## src/rtl/uart_pkg.sv

```systemverilog
// uart_pkg: shared definitions for the parametrised UART receiver.
//   - uart_state_t     : receive FSM state encoding
//   - PAR_NONE/EVEN/ODD: parity-mode selectors for the PARITY parameter
//   - BAUD_*           : common clock-per-bit divisors
//   - parity_mismatch(): parity check helper
package uart_pkg;

  typedef enum logic [2:0] {
    ST_IDLE  = 3'd0,
    ST_START = 3'd1,
    ST_DATA  = 3'd2,
    ST_PAR   = 3'd3,
    ST_STOP  = 3'd4
  } uart_state_t;

  localparam int PAR_NONE = 0;
  localparam int PAR_EVEN = 1;
  localparam int PAR_ODD  = 2;

  localparam int BAUD_12M_9600   = 1250;
  localparam int BAUD_12M_115200 = 104;
  localparam int BAUD_DEFAULT    = BAUD_12M_9600;

  // xor_sum is the XOR of all data bits and the received parity bit.
  function automatic logic parity_mismatch(input logic xor_sum, input int mode);
    case (mode)
      PAR_EVEN: return xor_sum;
      PAR_ODD:  return ~xor_sum;
      default:  return 1'b0;
    endcase
  endfunction

endpackage

```

## src/rtl/uart_rx_tick.sv

```systemverilog
// uart_rx_tick: bit-timing down-counter for the UART receiver.
// Ports:
//   i_clk, i_rst    clock, asynchronous active-high reset
//   i_load_half     load floor(BAUD/2) (start-bit centring)
//   i_load_full     load BAUD (one full bit period)
//   i_en            count enable
//   o_tick          one-cycle pulse on the cycle the count reaches zero
module uart_rx_tick #(
  parameter int BAUD = 16
) (
  input  logic i_clk,
  input  logic i_rst,
  input  logic i_load_half,
  input  logic i_load_full,
  input  logic i_en,
  output logic o_tick
);

  localparam int CNT_W = $clog2(BAUD + 1);
  localparam logic [CNT_W-1:0] HALF = CNT_W'(BAUD / 2);
  localparam logic [CNT_W-1:0] FULL = CNT_W'(BAUD);
  localparam logic [CNT_W-1:0] ONE  = CNT_W'(1);

  logic [CNT_W-1:0] r_cnt;

  // The tick fires on the decrement that lands on zero, so a load of N
  // produces a tick exactly N cycles later; a load in the tick cycle wins.
  assign o_tick = i_en && (r_cnt == ONE);

  always_ff @(posedge i_clk or posedge i_rst) begin
    if (i_rst) begin
      r_cnt <= '0;
    end else if (i_load_half) begin
      r_cnt <= HALF;
    end else if (i_load_full) begin
      r_cnt <= FULL;
    end else if (i_en && (r_cnt != '0)) begin
      r_cnt <= r_cnt - ONE;
    end
  end

endmodule

```

## src/rtl/uart_rx_param.sv

```systemverilog
// uart_rx_param: parametrised asynchronous serial receiver.
// Two-flop input synchroniser, false-start rejection, mid-bit sampling,
// held valid/ready output register with framing/parity flags and sticky overrun.
// Parameters: BAUD (clocks per bit), DATA_BITS (5..9), PARITY (0/1/2 =
// none/even/odd), STOP_BITS (1..2).
// Ports:
//   clk, rstn         clock, asynchronous active-high reset
//   rx                serial line, idle high
//   data, valid       received word, held until valid&&ready
//   ready             consumer accept
//   frame_err         a stop bit of the held word sampled 0
//   parity_err        parity mismatch of the held word
//   overrun           sticky, a completed frame was dropped
//   break_det         one-cycle break pulse (only with UART_RX_BREAK_EN)
// Build option: define UART_RX_BREAK_EN to suppress all-zero frames and
// report them on break_det instead.
module uart_rx_param
  import uart_pkg::*;
#(
  parameter int BAUD      = BAUD_DEFAULT,
  parameter int DATA_BITS = 8,
  parameter int PARITY    = PAR_NONE,
  parameter int STOP_BITS = 1
) (
  input  logic                 clk,
  input  logic                 rstn,
  input  logic                 rx,
  output logic [DATA_BITS-1:0] data,
  output logic                 valid,
  input  logic                 ready,
  output logic                 frame_err,
  output logic                 parity_err,
  output logic                 overrun
`ifdef UART_RX_BREAK_EN
  ,
  output logic                 break_det
`endif
);

  uart_state_t r_state, w_state_nxt;

  logic                 r_sync1, r_rx_s, r_rx_prev;
  logic [3:0]           r_bit_cnt, w_bit_cnt_nxt;
  logic                 w_tick, w_en, w_load_half, w_load_full, w_done;
  logic [DATA_BITS-1:0] r_shift;
  logic                 r_par_bit, r_stop_err;
  logic                 w_frame_err_fin, w_parity_err_fin;
  logic                 w_load, w_accept;
  logic [DATA_BITS-1:0] r_data;
  logic                 r_valid, r_frame_err, r_parity_err, r_overrun;

  // Synchroniser and edge-detect history; idle level is 1
  always_ff @(posedge clk or posedge rstn) begin
    if (rstn) begin
      r_sync1   <= 1'b1;
      r_rx_s    <= 1'b1;
      r_rx_prev <= 1'b1;
    end else begin
      r_sync1   <= rx;
      r_rx_s    <= r_sync1;
      r_rx_prev <= r_rx_s;
    end
  end

  assign w_en = (r_state != ST_IDLE);

  uart_rx_tick #(.BAUD(BAUD)) u_tick (
    .i_clk       (clk),
    .i_rst       (rstn),
    .i_load_half (w_load_half),
    .i_load_full (w_load_full),
    .i_en        (w_en),
    .o_tick      (w_tick)
  );

  // FSM state register
  always_ff @(posedge clk or posedge rstn) begin
    if (rstn) begin
      r_state   <= ST_IDLE;
      r_bit_cnt <= '0;
    end else begin
      r_state   <= w_state_nxt;
      r_bit_cnt <= w_bit_cnt_nxt;
    end
  end

  always_comb begin
    w_state_nxt   = r_state;
    w_bit_cnt_nxt = r_bit_cnt;
    w_load_half   = 1'b0;
    w_load_full   = 1'b0;
    w_done        = 1'b0;
    case (r_state)
      ST_IDLE: begin
        // Edge (not level) detection: a line still low after a break or a
        // bad frame cannot restart the receiver until it has gone high.
        if (r_rx_prev && !r_rx_s) begin
          w_state_nxt = ST_START;
          w_load_half = 1'b1;
        end
      end
      ST_START: begin
        if (w_tick) begin
          if (r_rx_s) begin
            w_state_nxt = ST_IDLE;
          end else begin
            w_state_nxt   = ST_DATA;
            w_load_full   = 1'b1;
            w_bit_cnt_nxt = '0;
          end
        end
      end
      ST_DATA: begin
        if (w_tick) begin
          w_load_full = 1'b1;
          if (r_bit_cnt == 4'(DATA_BITS - 1)) begin
            w_bit_cnt_nxt = '0;
            w_state_nxt   = (PARITY != PAR_NONE) ? ST_PAR : ST_STOP;
          end else begin
            w_bit_cnt_nxt = r_bit_cnt + 4'd1;
          end
        end
      end
      ST_PAR: begin
        if (w_tick) begin
          w_load_full   = 1'b1;
          w_bit_cnt_nxt = '0;
          w_state_nxt   = ST_STOP;
        end
      end
      ST_STOP: begin
        if (w_tick) begin
          if (r_bit_cnt == 4'(STOP_BITS - 1)) begin
            // Finishing at mid-stop-bit leaves half a bit to catch the next start edge
            w_state_nxt = ST_IDLE;
            w_done      = 1'b1;
          end else begin
            w_bit_cnt_nxt = r_bit_cnt + 4'd1;
            w_load_full   = 1'b1;
          end
        end
      end
      default: w_state_nxt = ST_IDLE;
    endcase
  end

  // Sample capture (datapath, no reset)
  always_ff @(posedge clk) begin
    if (w_tick) begin
      case (r_state)
        ST_START: begin
          r_par_bit  <= 1'b0;
          r_stop_err <= 1'b0;
        end
        ST_DATA: r_shift    <= {r_rx_s, r_shift[DATA_BITS-1:1]};
        ST_PAR:  r_par_bit  <= r_rx_s;
        ST_STOP: r_stop_err <= r_stop_err | ~r_rx_s;
        default: ;
      endcase
    end
  end

  // The final stop sample is folded in combinationally so the output load
  // happens on the very edge that takes it.
  assign w_frame_err_fin  = r_stop_err | ~r_rx_s;
  assign w_parity_err_fin = parity_mismatch((^r_shift) ^ r_par_bit, PARITY);
  assign w_accept         = r_valid && ready;

`ifdef UART_RX_BREAK_EN
  logic r_all_zero, w_break, r_break_det;

  always_ff @(posedge clk) begin
    if (w_tick) begin
      if (r_state == ST_START) r_all_zero <= 1'b1;
      else                     r_all_zero <= r_all_zero & ~r_rx_s;
    end
  end

  assign w_break = w_done && r_all_zero && !r_rx_s;
  assign w_load  = w_done && !w_break;

  always_ff @(posedge clk or posedge rstn) begin
    if (rstn) r_break_det <= 1'b0;
    else      r_break_det <= w_break;
  end

  assign break_det = r_break_det;
`else
  assign w_load = w_done;
`endif

  // Output stage
  always_ff @(posedge clk or posedge rstn) begin
    if (rstn) begin
      r_data       <= '0;
      r_valid      <= 1'b0;
      r_frame_err  <= 1'b0;
      r_parity_err <= 1'b0;
      r_overrun    <= 1'b0;
    end else if (w_load) begin
      if (!r_valid || ready) begin
        r_data       <= r_shift;
        r_frame_err  <= w_frame_err_fin;
        r_parity_err <= w_parity_err_fin;
        r_valid      <= 1'b1;
        if (w_accept) r_overrun <= 1'b0;
      end else begin
        r_overrun <= 1'b1;
      end
    end else if (w_accept) begin
      r_valid   <= 1'b0;
      r_overrun <= 1'b0;
    end
  end

  assign data       = r_data;
  assign valid      = r_valid;
  assign frame_err  = r_frame_err;
  assign parity_err = r_parity_err;
  assign overrun    = r_overrun;

endmodule
```

## config.mk

```make
export PLATFORM = sky130hd
export DESIGN_NAME = uart_rx_param
export DESIGN_NICKNAME = d
export VERILOG_FILES = /design/src/rtl/uart_pkg.sv /design/src/rtl/uart_rx_tick.sv /design/src/rtl/uart_rx_param.sv
export SDC_FILE = /design/constraint.sdc
export NUM_CORES = 1
export LEC_CHECK = 0
export ABC_AREA = 0
export BUFFER_PORTS_ARGS = -buffer_cell sky130_fd_sc_hd__buf_4
export CAP_MARGIN = 40
export CORE_MARGIN = 2
export CORE_UTILIZATION = 58
export CTS_CLUSTER_DIAMETER = 30
export DETAILED_ROUTE_END_ITERATION = 8
export PLACE_DENSITY = 0.87
export SLEW_MARGIN = 40
export SYNTH_ARGS = -nofsm -noshare
export SYNTH_HDL_FRONTEND = slang
export SYNTH_SLANG_ARGS = --single-unit
```

## constraint.sdc

```tcl
create_clock -name clk -period 3.04 [get_ports clk]
set_clock_uncertainty 0.15 [all_clocks]
set_input_delay 0.608 -clock clk [delete_from_list [all_inputs] [get_ports clk]]
set_output_delay 0.608 -clock clk [all_outputs]
set_load 0.05 [all_outputs]
```

==> results of run 1 <==
[path summary, 6_finish.rpt]
path | startpoint | endpoint | slack [ps] | cells after the start
hold reg to reg | r_sync1 | r_rx_s | 220 | 0
setup / recovery | u_tick.r_cnt[1] | data[5] | 420 | 6
setup reg to reg | u_tick.r_cnt[1] | data[5] | 420 | 6
max in group asynchronous | rstn | r_rx_prev | 2240 | 3
min in group clk | rx | r_sync1 | 190 | 1
hold / removal | rstn | data[4] | 160 | 3
[flip-flops by register name (all words and copies together) (netlist names)]
name / flops
r_sync1: 1
u_tick.r_cnt: 11
r_shift: 8
r_rx_prev: 1
overrun: 1
r_stop_err: 1
data: 8
r_rx_s: 1
frame_err: 1
r_bit_cnt: 4
r_state: 3
valid: 1
[cells by family after synthesis]
kind of cell / synth area share
other cells: 0.00188
fa+ha+maj: 0.0313
xor+xnor: 0.00876
simple gates: 0.161
flops: 0.538
buf+inv: 0.0394
compound gates: 0.175
mux: 0.0451
[cells in the mapped netlist (all sizes together) (2+ instances only)]
| library cell | count | share of area |
|---|---|---|
| and2 | 2 | 0.0063 |
| a22oi | 2 | 0.0075 |
| buf | 5 | 0.015 |
| edfxtp | 9 | 0.14 |
| a31oi | 4 | 0.013 |
| ha | 5 | 0.031 |
| xnor2 | 2 | 0.0088 |
| nor2 | 12 | 0.023 |
| o22a | 2 | 0.0088 |
| o31ai | 2 | 0.0075 |
| a31o | 2 | 0.0088 |
| o21ai | 13 | 0.033 |
| nor2b | 2 | 0.0063 |
| clkbuf | 3 | 0.0056 |
| nand2 | 9 | 0.017 |
| and3 | 2 | 0.0063 |
| inv | 10 | 0.019 |
| o2bb2ai | 2 | 0.0088 |
| a21oi | 13 | 0.033 |
| a21o | 2 | 0.0075 |
| dfrtp | 29 | 0.36 |
| nor4 | 3 | 0.017 |
| a2111oi | 2 | 0.0088 |
| or3 | 3 | 0.012 |
| nor3b | 2 | 0.0075 |
| nor3 | 8 | 0.020 |
| mux2 | 8 | 0.045 |
| nand3 | 8 | 0.020 |
| a311oi | 2 | 0.0088 |
| dfstp | 3 | 0.039 |
[placed cells by master (no fill, tap or decap), drive strengths merged, types with 3 or more instances in the layout]
cell    netlist  routed
mux2          8       8
edfxtp        9       9
dfstp         3       3
buf           5      16
ha            5       5
a21oi        13      13
o21ai        13      13
or3           3       3
clkbuf        3       5
nor4          3       3
inv          10      10
nand2         9       9
a31oi         4       4
clkinv        0       3
nor3          8       8
nor2         12      12
dfrtp        29      29
nand3         8       8
[critical path, delay by kind of cell (launching register included)]
kind	cells	cell delay (ps)
adders and majority gates	1	140
buffers and inverters	1	110
DFF	1	440
muxes	1	400
and+or+nand+nor	3	1260
[layer usage]
metal  GRT usage  up-vias  part of all wire
li1            -      712                 -
met1       0.299      747              0.44
met2       0.352       54              0.49
met3      0.0396       12             0.053
met4       0.114        0             0.019
met5           0        -                 0
[per-stage QoR]
| step | worst slack (ps) | instance area (µm²) |
|---|---|---|
| 2_1_floorplan | 777 | 2000 |
| 3_3_place_gp | 537 | 2140 |
| 3_5_place_dp | 462 | 2140 |
| 4_1_cts | 430 | 2200 |
| 5_1_grt | 237 | 2200 |
| 6_report | 415 | 2200 |
[power by group through the flow]
stage / Sequential (mW) / Clock [mW] / Combinational, mW
after floorplan: 0.716 / 0 / 0.289
after global placement: 0.750 / 0 / 0.318
after detailed placement: 0.760 / 0 / 0.335
after CTS: 0.749 / 0.283 / 0.336
after global routing: 0.766 / 0.308 / 0.387
final: 0.754 / 0.282 / 0.341
[cell type report]
| type | instances | area, µm² | share of cell area |
|---|---|---|---|
| tap | 46 | 57.6 | 0.0262 |
| sequential | 41 | 1070 | 0.489 |
| multi-input combinational | 125 | 846 | 0.385 |
| timing repair buffer | 16 | 120 | 0.0547 |
| clock buffer | 5 | 37.5 | 0.0171 |
| clock inverter | 3 | 22.5 | 0.0103 |
| inverter | 10 | 37.5 | 0.0171 |
==> summary.md, run 1 <==
| Metric | Value |
|---|---|
| Core Rows | `21` |
| DRC | `0` |
| Die H | `62.7 µm` |
| Final period util | `0.863` |
| Synth warnings | `0` |
| Root Buffer | `clkbuf_4` |
| Logic pwr share | `0.248` |
| Syn avg cell area | `10.9 µm²` |
| Min-Delay Path Class | `in -> async` |
| Post-CTS setup buffer count | `0` |
| Placed Cells | `238` |
| Worst vdd ir | `364 µV` |
| Post_cts resized | `0` |
| Async set-reset flop share out of synthesis | `0.780` |
| Min Tclk post-route | `2620 ps` |
| PwrDens | `627 nW/µm²` |
| Max-Cap Viols | `0` |
| Switching Power | `0.500 mW` |
| FF+latch count, synth | `41` |
| Die W | `62.7 µm` |
| Latest clock arrival within the worst-skew pair | `370 ps` |
| Ys flop type | `dfrtp_1` |
| WP data required | `3150 ps` |
| Post-DRT Antenna Nets | `0` |
| Startpoint Class | `flip-flop` |
| Mapped Cells | `184` |
| Die ar. | `3930 µm²` |
| Status | `completed` |
| Num ports | `16` |
| CP Capture Type | `flip-flop` |
| TritonCTS clock tree | `done` |
| Internal Power | `0.876 mW` |
| Critical path's largest stage delay | `670 ps` |
| Final Net Count | `208` |
| Number of global-route vias before repair | `1461` |
| Sequential share of the synthesized area | `0.538` |
| Final TNS setup | `0 ps` |
| Clock share of power | `0.205` |
| RSZ-0062 raised after global routing | `no` |
| Kind of critical path | `reg -> reg` |
| 1st-pass router iterations | `6` |
| Clock Sinks | `41` |
| DRT iter0 DRCs | `120` |
| Cells along the critical path | `inv_1, ha_1, nor3b_1, nand4b_4, nor4_4, mux2_2` |
| Final Core Density | `0.663` |
| Clock transition at path regs | `130 ps` |
| Slew headroom | `0.521` |
| Worst-Margin Slew | `717 ps` |
| Register share of total power | `0.548` |
| Area grow syn2layout | `9.82%` |
| Pleak | `0.954 nW` |
| Max Root-Sink Buffers | `2` |
| Effective utilization at floorplan | `0.604` |
| Grt total ovfl | `0` |
| DR vias/cell | `6.20` |
| Final Power | `1.38 mW` |
| # setup viols final | `0` |
| Hold Violations, Final | `0` |
| Fillers | `262` |
| Highest net fanout along the worst path | `13` |
| Max-slew violations | `0` |
| WL per Instance | `16.6 µm` |
| Ant diodes | `0` |
| CTS hold repair buffers | `0` |
| H-tree level count | `2` |
| Fmax | `381 MHz` |
| EDFF count, synth | `9` |
| Routability cong. | `0.886` |
| Total CTS buffers | `5` |
| Core footprint | `3310 µm²` |
| Drt total wl | `4.09 mm` |
| IO buf count | `14` |
| Distinct cell type count after synthesis | `46` |
| Switching Fraction | `0.363` |
| Vias after detailed routing | `1525` |
| Total track usage | `0.224` |
| Post-synth net total | `193` |
| HPWL Detailed | `2.84 mm` |
| Hold WS | `162 ps` |
| First-pass GRT wire length | `6.84 mm` |
| Share of cells above drive strength 1 | `0.210` |
| Non-filler cells, final | `246` |
| Crit path max-delay cell type | `nor4_4` |
| Largest net degree at the start of global routing | `33` |
| CP Data Arrival Time | `2730 ps` |
| Initial antenna violation count | `0` |
| Mapped cell area | `2000 µm²` |
No activity file was read; power rests on OpenSTA's default activity.
==> inputs of run 2 (changes only) <==
Settings changed: CAP_MARGIN 40 to 20, CORE_UTILIZATION 58 to 63, PLACE_DENSITY 0.87 to 0.92.
Clock period 3.04 ns to 3.19 ns, I/O delays scaled along.
==> summary.md, run 2 (same netlist as run 1, synthesis figures left out) <==
| Metric | Value |
|---|---|
| Status | `completed` |
| Share of cells above drive strength 1 | `0.205 (-0.00500)` |
| Highest net fanout along the worst path | `13 (unchanged)` |
| DRC | `0 (unchanged)` |
| Post-CTS setup buffer count | `0 (unchanged)` |
| Min Tclk post-route | `2620 ps (-8.79 ps)` |
| Slew headroom | `0.557 (+0.0361)` |
| 1st-pass router iterations | `4 (-2)` |
| Design area | `2190 µm² (-0.29%)` |
| Final period util | `0.820 (-0.0434)` |
| Latest clock arrival within the worst-skew pair | `380 ps (about the same)` |
| Register share of total power | `0.547 (about the same)` |
| Ant diodes | `0 (unchanged)` |
| Kind of critical path | `reg -> reg` |
| Initial antenna violation count | `0 (unchanged)` |
| PwrDens | `598 nW/µm² (-4.7%)` |
| Placed Cells | `236 (-0.84%)` |
| RSZ-0062 raised after global routing | `no` |
| Largest register FFs | `11 (unchanged)` |
| Internal Power | `0.835 mW (-4.7%)` |
| Final Net Count | `208 (unchanged)` |
| Footprint of the multi-input gates | `846 µm² (unchanged)` |
| Grt total ovfl | `0 (unchanged)` |
| Switching Power | `0.474 mW (-5.3%)` |
| R2r worst-path depth | `6 (unchanged)` |
| DRT iter0 DRCs | `92 (-23%)` |
| Number of global-route vias before repair | `1473 (+0.82%)` |
| Total CTS buffers | `5 (unchanged)` |
| Effective utilization at floorplan | `0.660 (+0.0564)` |
| Logic pwr share | `0.247 (about the same)` |
| Die W | `60.3 µm (-3.8%)` |
| Max-Cap Viols | `0 (unchanged)` |
| CP Data Arrival Time | `2730 ps (about the same)` |
| Post-DRT Antenna Nets | `0 (unchanged)` |
| Routability cong. | `1.06 (+20%)` |
| Fmax | `382 MHz (+0.34%)` |
| Register area | `1070 µm² (unchanged)` |
| Root Buffer | `clkbuf_4` |
| WL per Instance | `16.5 µm (-0.66%)` |
| Die ar. | `3640 µm² (-7.4%)` |
| CTS hold repair buffers | `0 (unchanged)` |
| Die H | `60.3 µm (-3.8%)` |
| Max Root-Sink Buffers | `2 (unchanged)` |
| HPWL Detailed | `2.89 mm (+1.7%)` |
| Core footprint | `3030 µm² (-8.5%)` |
| CP Capture Type | `flip-flop` |
| Commonest non-fill, non-tap cell in the layout | `dfrtp_1` |
| DR vias/cell | `6.28 (+1.3%)` |
| Max-slew violations | `0 (unchanged)` |
| Post_cts resized | `0 (unchanged)` |
| IO buf count | `14 (unchanged)` |
| Pleak | `0.944 nW (-1.1%)` |
| Fillers | `199 (-24%)` |
| Reg with most FFs | `u_tick.r_cnt` |
| Vias after detailed routing | `1533 (+0.52%)` |
| Startpoint Class | `flip-flop` |
| Min-Delay Path Class | `in -> async` |
| H-tree level count | `2 (unchanged)` |
| Drt total wl | `4.03 mm (-1.5%)` |
| Area grow syn2layout | `9.51%` |
| Core Rows | `20 (-4.8%)` |
| WP data required | `3300 ps (+150 ps)` |
| Clock Sinks | `41 (unchanged)` |
| Final TNS setup | `0 ps (unchanged)` |
| Hold Violations, Final | `0 (unchanged)` |
| Worst-Margin Slew | `659 ps (-57.6 ps)` |
| Num ports | `16 (unchanged)` |
| Clock transition at path regs | `120 ps (about the same)` |
| Total track usage | `0.260 (+0.0366)` |
| # setup viols final | `0 (unchanged)` |
| First-pass GRT wire length | `6.78 mm (-0.80%)` |
| TritonCTS clock tree | `done` |
| Worst vdd ir | `352 µV (-3.3%)` |
| Largest net degree at the start of global routing | `21 (-36%)` |
| Most frequent cells in the layout | `dfrtp_1, buf_4, o21ai_0, a21oi_1, nor2_1` |
| Non-filler cells, final | `244 (-0.81%)` |
| Clock share of power | `0.206 (about the same)` |
| Switching Fraction | `0.362 (-0.00142)` |
| Area post-placement | `2130 µm² (-0.12%)` |
[run 2: routing by layer]
layer	global-route usage	routed length, µm
met5	0	0
met3	0.0896	244
met2	0.385	1910
met1	0.353	1750
met4	0.111	124
[run 2: power by group through the flow]
stage | sequential [mW] | clock [mW] | combinational, mW
final | 0.715 | 0.270 | 0.323
after global routing | 0.725 | 0.298 | 0.368
after CTS | 0.710 | 0.270 | 0.321
after detailed placement | 0.720 | 0 | 0.317
after global placement | 0.714 | 0 | 0.298
after floorplan | 0.682 | 0 | 0.275
[run 2: final timing paths]
check | from | to | slack [ps]
hold reg to reg | r_sync1 | r_rx_s | 220
setup / recovery | u_tick.r_cnt[1] | data[4] | 570
setup reg to reg | u_tick.r_cnt[1] | data[4] | 570
hold / removal | rstn | u_tick.r_cnt[3] | 120
max in group asynchronous | rstn | r_rx_prev | 2070
min in group clk | rx | r_sync1 | 220
[run 2: worst max-delay path: stages, from the launching register on]
cell and delay (ps):
dfrtp_1 440, inv_1 110, ha_1 150, nor3b_1 340, nand4b_4 260, nor4_4 640, mux2_2 410
[run 2: cell type report]
class / instances / share of cell area
Sequential cell: 41 / 0.491
Multi-Input combinational cell: 125 / 0.386
Timing Repair Buffer: 16 / 0.0549
Tap cell: 44 / 0.0251
Clock buffer: 6 / 0.0189
Inverter: 10 / 0.0171
Clock inverter: 2 / 0.00686
[run 2: through the flow]
| step | utilization | setup WS, ps | hold WS [ps] | power [mW] |
|---|---|---|---|---|
| finish | 0.723 | 574 | 119 | 1.31 |
| global route | 0.723 | 426 | 147 | 1.39 |
| CTS | 0.723 | 582 | 129 | 1.30 |
| detailed placement | 0.705 | 603 | 201 | 1.04 |
| global placement | 0.705 | 695 | 199 | 1.01 |
| floorplan | - | 927 | 195 | 0.957 |
